[config.mk]
export PLATFORM = sky130hd
export DESIGN_NAME = muldiv_seq
export DESIGN_NICKNAME = d
export VERILOG_FILES = /design/src/rtl/muldiv_pkg.sv /design/src/rtl/muldiv_addsub.sv /design/src/rtl/muldiv_seq.sv
export SDC_FILE = /design/constraint.sdc
export NUM_CORES = 1
export LEC_CHECK = 0
export CAP_MARGIN = 20
export CORE_MARGIN = 2
export CORE_UTILIZATION = 50
export CTS_CLUSTER_DIAMETER = 60
export DETAILED_ROUTE_END_ITERATION = 8
export PLACE_DENSITY = 0.69
export SYNTH_ARGS = -nofsm -noshare
export SYNTH_HDL_FRONTEND = slang
export SYNTH_SLANG_ARGS = --single-unit
[constraint.sdc]
create_clock -name clk_i -period 5.05 [get_ports clk_i]
set_input_delay 0.7575 -clock clk_i [delete_from_list [all_inputs] [get_ports clk_i]]
set_output_delay 0.7575 -clock clk_i [all_outputs]
set_load 0.03 [all_outputs]
[src/rtl/muldiv_pkg.sv]
// Shared types and the special-case rule for the iterative RV32M multiply/divide sequencer.
package muldiv_pkg;

    typedef enum logic [2:0] {
        MD_MUL    = 3'd0,
        MD_MULH   = 3'd1,
        MD_MULHSU = 3'd2,
        MD_MULHU  = 3'd3,
        MD_DIV    = 3'd4,
        MD_DIVU   = 3'd5,
        MD_REM    = 3'd6,
        MD_REMU   = 3'd7
    } muldiv_op_t;

    typedef enum logic [2:0] {
        IDLE  = 3'd0,
        SETUP = 3'd1,
        CALC  = 3'd2,
        FIXUP = 3'd3,
        DONE  = 3'd4
    } muldiv_state_t;

    typedef struct packed {
        logic        hit;
        logic [31:0] value;
    } special_t;

    // Divide-by-zero and signed-overflow results, which RV32M defines without a trap.
    function automatic special_t special_result(input muldiv_op_t op,
                                                input logic [31:0] op1,
                                                input logic [31:0] op2);
        special_t   s;
        logic [2:0] ob;
        ob      = op;
        s.hit   = 1'b0;
        s.value = '0;
        if (ob[2]) begin
            if (op2 == 32'd0) begin
                s.hit   = 1'b1;
                s.value = ob[1] ? op1 : 32'hFFFF_FFFF;
            end else if (!ob[0] && op1 == 32'h8000_0000 && op2 == 32'hFFFF_FFFF) begin
                s.hit   = 1'b1;
                s.value = ob[1] ? 32'd0 : 32'h8000_0000;
            end
        end
        return s;
    endfunction

endpackage

[src/rtl/muldiv_addsub.sv]
// 33-bit adder/subtractor for one shift-add or restoring-divide step.
module muldiv_addsub #(
    parameter int W = 33
) (
    input  logic [W-1:0] a,
    input  logic [W-1:0] b,
    input  logic         sub,
    output logic [W-1:0] sum,
    output logic         cb
);

    logic [W:0] full;

    assign full = {1'b0, a} + {1'b0, (sub ? ~b : b)} + {{W{1'b0}}, sub};
    assign sum  = full[W-1:0];
    // carry out when adding, borrow (a < b) when subtracting
    assign cb   = sub ? ~full[W] : full[W];

endmodule

[src/rtl/muldiv_seq.sv]
// Iterative RV32M multiply/divide sequencer: one bit-step per cycle beside the ALU.
//
// state | meaning
// IDLE  | ready for a request
// SETUP | capture sign flags and operand magnitudes
// CALC  | WIDTH shift-add / restoring-divide steps
// FIXUP | apply result sign and special-case overrides
// DONE  | hold result until rsp_ready_i
module muldiv_seq
    import muldiv_pkg::*;
#(
    parameter int WIDTH     = 32,
    parameter bit FAST_ZERO = 1'b1
) (
    input  logic             clk_i,
    input  logic             reset_i,
    input  logic             flush_i,
    input  logic             req_valid_i,
    output logic             req_ready_o,
    input  logic [2:0]       req_op_i,
    input  logic [WIDTH-1:0] req_op1_i,
    input  logic [WIDTH-1:0] req_op2_i,
    output logic             rsp_valid_o,
    input  logic             rsp_ready_i,
    output logic [WIDTH-1:0] rsp_result_o,
    output logic             busy_o
);

    localparam int CW = $clog2(WIDTH);

    muldiv_state_t    state_q, state_d;
    muldiv_op_t       op_q;
    logic [2:0]       op_bits;
    logic [WIDTH-1:0] op1_q, op2_q, m_q, hi_q, lo_q, result_q;
    logic             sign1_q, sign2_q;
    logic [CW-1:0]    cnt_q;

    logic             accept, is_div, fast_hit;
    special_t         fast_s, late_s;
    logic             signed1, signed2, s1, s2;
    logic [WIDTH-1:0] mag1, mag2;
    logic [WIDTH:0]   as_a, as_b, as_sum;
    logic             as_cb;
    logic [2*WIDTH-1:0] prod, prod_fix;
    logic [WIDTH-1:0] q_fix, r_fix, result_fix;

    assign op_bits      = op_q;
    assign is_div       = op_bits[2];
    assign req_ready_o  = (state_q == IDLE) & ~flush_i & ~reset_i;
    assign accept       = req_valid_i & req_ready_o;
    assign rsp_valid_o  = (state_q == DONE);
    assign busy_o       = (state_q != IDLE);
    assign rsp_result_o = result_q;

    assign fast_s   = special_result(muldiv_op_t'(req_op_i), req_op1_i, req_op2_i);
    assign fast_hit = FAST_ZERO && fast_s.hit;
    assign late_s   = special_result(op_q, op1_q, op2_q);

    assign signed1 = (op_q == MD_MULH) || (op_q == MD_MULHSU) || (op_q == MD_DIV) || (op_q == MD_REM);
    assign signed2 = (op_q == MD_MULH) || (op_q == MD_DIV) || (op_q == MD_REM);
    assign s1      = signed1 & op1_q[WIDTH-1];
    assign s2      = signed2 & op2_q[WIDTH-1];
    assign mag1    = s1 ? -op1_q : op1_q;
    assign mag2    = s2 ? -op2_q : op2_q;

    // Divide shifts the next dividend bit into the partial remainder; multiply adds into the high half.
    assign as_a = is_div ? {hi_q, lo_q[WIDTH-1]} : {1'b0, hi_q};
    assign as_b = {1'b0, (is_div | lo_q[0]) ? m_q : {WIDTH{1'b0}}};

    muldiv_addsub #(.W(WIDTH + 1)) u_addsub (
        .a   (as_a),
        .b   (as_b),
        .sub (is_div),
        .sum (as_sum),
        .cb  (as_cb)
    );

    assign prod     = {hi_q, lo_q};
    assign prod_fix = (sign1_q ^ sign2_q) ? -prod : prod;
    assign q_fix    = (sign1_q ^ sign2_q) ? -lo_q : lo_q;
    assign r_fix    = sign1_q ? -hi_q : hi_q;

    always_comb begin
        result_fix = r_fix;
        case (op_q)
            MD_MUL:                       result_fix = prod_fix[WIDTH-1:0];
            MD_MULH, MD_MULHSU, MD_MULHU: result_fix = prod_fix[2*WIDTH-1:WIDTH];
            MD_DIV, MD_DIVU:              result_fix = q_fix;
            default:                      result_fix = r_fix;
        endcase
        if (late_s.hit) result_fix = late_s.value;
    end

    always_comb begin
        state_d = state_q;
        case (state_q)
            IDLE:  if (accept) state_d = fast_hit ? DONE : SETUP;
            SETUP: state_d = CALC;
            CALC:  if (cnt_q == '0) state_d = FIXUP;
            FIXUP: state_d = DONE;
            DONE:  if (rsp_ready_i) state_d = IDLE;
            default: state_d = IDLE;
        endcase
        if (flush_i) state_d = IDLE;
    end

    always_ff @(posedge clk_i) begin
        if (reset_i) state_q <= IDLE;
        else         state_q <= state_d;
    end

    always_ff @(posedge clk_i) begin
        if (reset_i) begin
            op_q     <= MD_MUL;
            op1_q    <= '0;
            op2_q    <= '0;
            m_q      <= '0;
            hi_q     <= '0;
            lo_q     <= '0;
            sign1_q  <= 1'b0;
            sign2_q  <= 1'b0;
            cnt_q    <= '0;
            result_q <= '0;
        end else begin
            case (state_q)
                IDLE: if (accept) begin
                    op_q  <= muldiv_op_t'(req_op_i);
                    op1_q <= req_op1_i;
                    op2_q <= req_op2_i;
                    if (fast_hit) result_q <= fast_s.value;
                end
                SETUP: begin
                    sign1_q <= s1;
                    sign2_q <= s2;
                    hi_q    <= '0;
                    cnt_q   <= CW'(WIDTH - 1);
                    m_q     <= is_div ? mag2 : mag1;
                    lo_q    <= is_div ? mag1 : mag2;
                end
                CALC: begin
                    cnt_q <= cnt_q - 1'b1;
                    if (is_div) begin
                        hi_q <= as_cb ? as_a[WIDTH-1:0] : as_sum[WIDTH-1:0];
                        lo_q <= {lo_q[WIDTH-2:0], ~as_cb};
                    end else begin
                        hi_q <= as_sum[WIDTH:1];
                        lo_q <= {as_sum[0], lo_q[WIDTH-1:1]};
                    end
                end
                FIXUP: result_q <= result_fix;
                default: ;
            endcase
        end
    end

endmodule

==> results_dict.tcl <==
set metrics [dict create \
    status "completed" \
    cts_tree "yes" \
    worstMarginPinSlew_ps 1110 \
    post-route-drc-count 0 \
    die_w_microns 184 \
    finalHoldViolations 0 \
    cts_hold_buf 0 \
    p_sw_mw 1.29 \
    drtPass1Iterations 7 \
    path_class "reg -> reg" \
    yosysSeqAreaShare 0.253 \
    final-setup-viol-count 0 \
    avgSynthCellArea_sq_um 7.23 \
    seqPwrFrac 0.371 \
    grt_pass1_wl_microns 93300 \
    synth_cell_types 81 \
    power_density_mw_per_mm2 248 \
    power.total_mw 4.58 \
    placed_cells_incl_taps 2598 \
    fillCellCount 3000 \
    tns_ps 0 \
    htree_levels 1 \
    die_y_microns 184 \
    wl_microns 62500 \
    min_from "m_q[1]" \
    synth_seq_cells 205 \
    most-common-layout-cells "nand2_1 (337), a21oi_1 (217), dfxtp_1 (204)" \
    initial_core_util 0.511 \
    hold_end "m_q[1]" \
    cts.sinks 205 \
    reg2reg_slack_ps 710 \
    multi_input_area_sq_mm 0.0113 \
    async_flop_share 0 \
    ys.flop_type "dfxtp_1" \
    fin_ws_ps 708 \
    clkPwrFrac 0.493 \
    routedWlPerCell_microns 23.6 \
    hold_depth 2 \
    hpwlAfterDp_microns 46900 \
    portBuffers 106 \
    switching_share 0.281 \
    cap_violations 0 \
    synth_area_sq_mm 0.0162 \
    ios 107 \
    post-cts-setup-buffer-count 0 \
    drtAntennaViolNets 0 \
    grt_max_degree 98 \
    insertion_delay_ps 570 \
    cts_buffers 27 \
    die-area_sq_mm 0.0339 \
    syn-num-nets 2355 \
    p_leak_nw 6.60 \
    track_usage 0.358 \
    ys_warn_count 0 \
    cts.clk_slew.worst_paths_ps 60 \
    p_comb_frac 0.136 \
    grt_setup_unrepaired "false" \
    critPathRequiredTime_ps 5470 \
    cts_resized 0 \
    slew_headroom 0.261 \
    clock_path_buffers 3 \
    num_rows 65 \
    fin_skew_ps 22.4 \
    r2r_end "hi_q[3]" \
    peakVddDrop_uv 258 \
    cp.arrival_ps 4770 \
    finalCritPeriodShare 0.860 \
    core-area_sq_mm 0.0317 \
    drive_above_1_share 0.0770 \
    min_path_type "reg -> reg" \
    place_congestion 0.996 \
    layout.cells.non_filler 2649 \
    clockRootBuffer "clkbuf_16" \
    final.min_clock_period_ps 4340 \
    fmax_ghz 0.230 \
    slew_viol_final 0 \
    cp-start-kind "flip-flop" \
    antenna_found_initial 1 \
    seq_area_sq_mm 0.00411 \
    vias 17300 \
    final_common_cell "nand2_1" \
    r2r_cells 14 \
    setup.worst_path.end_class "flip-flop" \
    nets 2337 \
    grt_pass1_vias 15900 \
    path_max_fanout 37 \
    place_ws_ps 611 \
    gr-total-overflow 0 \
    drtIter0Drc 2415 \
    vias_per_cell 6.51 \
    reg2reg_from "op_bits[2]" \
    synth_edf_count 0 \
    internal-power_mw 3.29 \
    area_growth_pct 13.9 \
    syn_inst 2244 \
]
kinds of logic after synthesis:
kind of cell / Yosys count / share of synthesized area
AOI/OAI and AO/OA: 703 / 0.271
xor gates and xnor gates: 173 / 0.0934
adders and majority gates: 39 / 0.0306
buffers and inverters: 222 / 0.0527
DFF: 205 / 0.253
muxes: 107 / 0.0685
and+or+nand+nor: 795 / 0.230
metal layers:
| metal | global-route usage | wire (microns) | up-vias | share of wire |
|---|---|---|---|---|
| li1 | - | - | 8097 | - |
| met5 | 0 | 11 | - | 0.00018 |
| met1 | 0.480 | 25900 | 8118 | 0.41 |
| met4 | 0.150 | 2860 | 2 | 0.046 |
| met3 | 0.0818 | 6610 | 128 | 0.11 |
| met2 | 0.552 | 27100 | 911 | 0.43 |
critical path: stages, from the launching register on:
cell and delay [ps]:
dfxtp_4 550, buf_4 460, mux2_2 390, ha_1 400
a21o_1 160, a211oi_1 70, buf_4 160, a21oi_1 200
nor4_1 90, buf_4 150, nor3_1 300, a21o_1 510
buf_4 370, mux2i_1 230, o21ai_0 90
layout make-up:
type,instances,area share
diodes,1,0.000135
clock buffers,31,0.0385
clock inverters,18,0.0183
inverters,28,0.00569
multi-input cells,1817,0.614
flip-flops and latches,205,0.222
well taps,402,0.0272
repair buffers,147,0.0740
power by group through the flow:
stage | Sequential [mW] | Combinational (mW) | Clock [mW]
global placement | 1.73 | 0.598 | 0
finish | 1.70 | 0.622 | 2.26
CTS | 1.70 | 0.604 | 2.27
global route | 1.71 | 0.662 | 2.34
floorplan | 1.71 | 0.385 | 0
detailed placement | 1.74 | 0.601 | 0
cell usage after synthesis (all sizes together), types with 6 or more instances:
library cell	n	area (sq um)
xor2	90	788
nand2	338	1270
a311oi	10	93.8
ha	38	475
o21bai	8	60.1
o211ai	40	300
o221ai	12	105
a21oi	218	1090
and3b	6	52.6
a22oi	30	225
nor2	194	733
o21ai	180	905
nor3b	6	45.0
or4	18	154
nand3	22	110
o22ai	16	100
nand2b	12	75.1
and3	17	106
mux2	32	360
nor3	55	285
a31oi	24	150
nor2b	11	68.8
nand4	36	238
or2	6	37.5
or3	12	75.1
inv	28	105
a221oi	15	131
buf	26	118
nor4	40	308
dfxtp	205	4100
a211oi	40	305
a21o	17	128
xnor2	83	727
and2	6	37.5
mux2i	75	751
a41oi	8	70.1
o31ai	21	158
clkbuf	168	632
o41ai	12	120
o21a	14	105
worst max path at each step:
stage / startpoint / endpoint / depth (start not counted)
after global routing: op_bits[2] / hi_q[30] / 12
final: op_bits[2] / hi_q[3] / 14
after detailed placement: req_op1_i[5] / rsp_result_o[2] / 10
after floorplan: op_bits[2] / hi_q[25] / 16
after global placement: req_op1_i[5] / rsp_result_o[24] / 10
after CTS: op_bits[2] / hi_q[3] / 14
registers in the layout, indices dropped and copies added, names as in the netlist:
name	flops
hi_q	32
lo_q	32
m_q	32
op1_q	32
op2_q	32
rsp_result_o	32
cnt_q	5
op_bits	3
state_q	3
sign1_q	1
sign2_q	1
stage by stage:
step                      hold WS [ps]   util  area, sq um
after floorplan                    442      -        16200
after global placement             450  0.549        17400
after detailed placement           458  0.549        17400
after CTS                          466  0.582        18500
after global routing               492  0.582        18500
final                              463  0.582        18500
No activity file was read; power rests on OpenSTA's default activity.
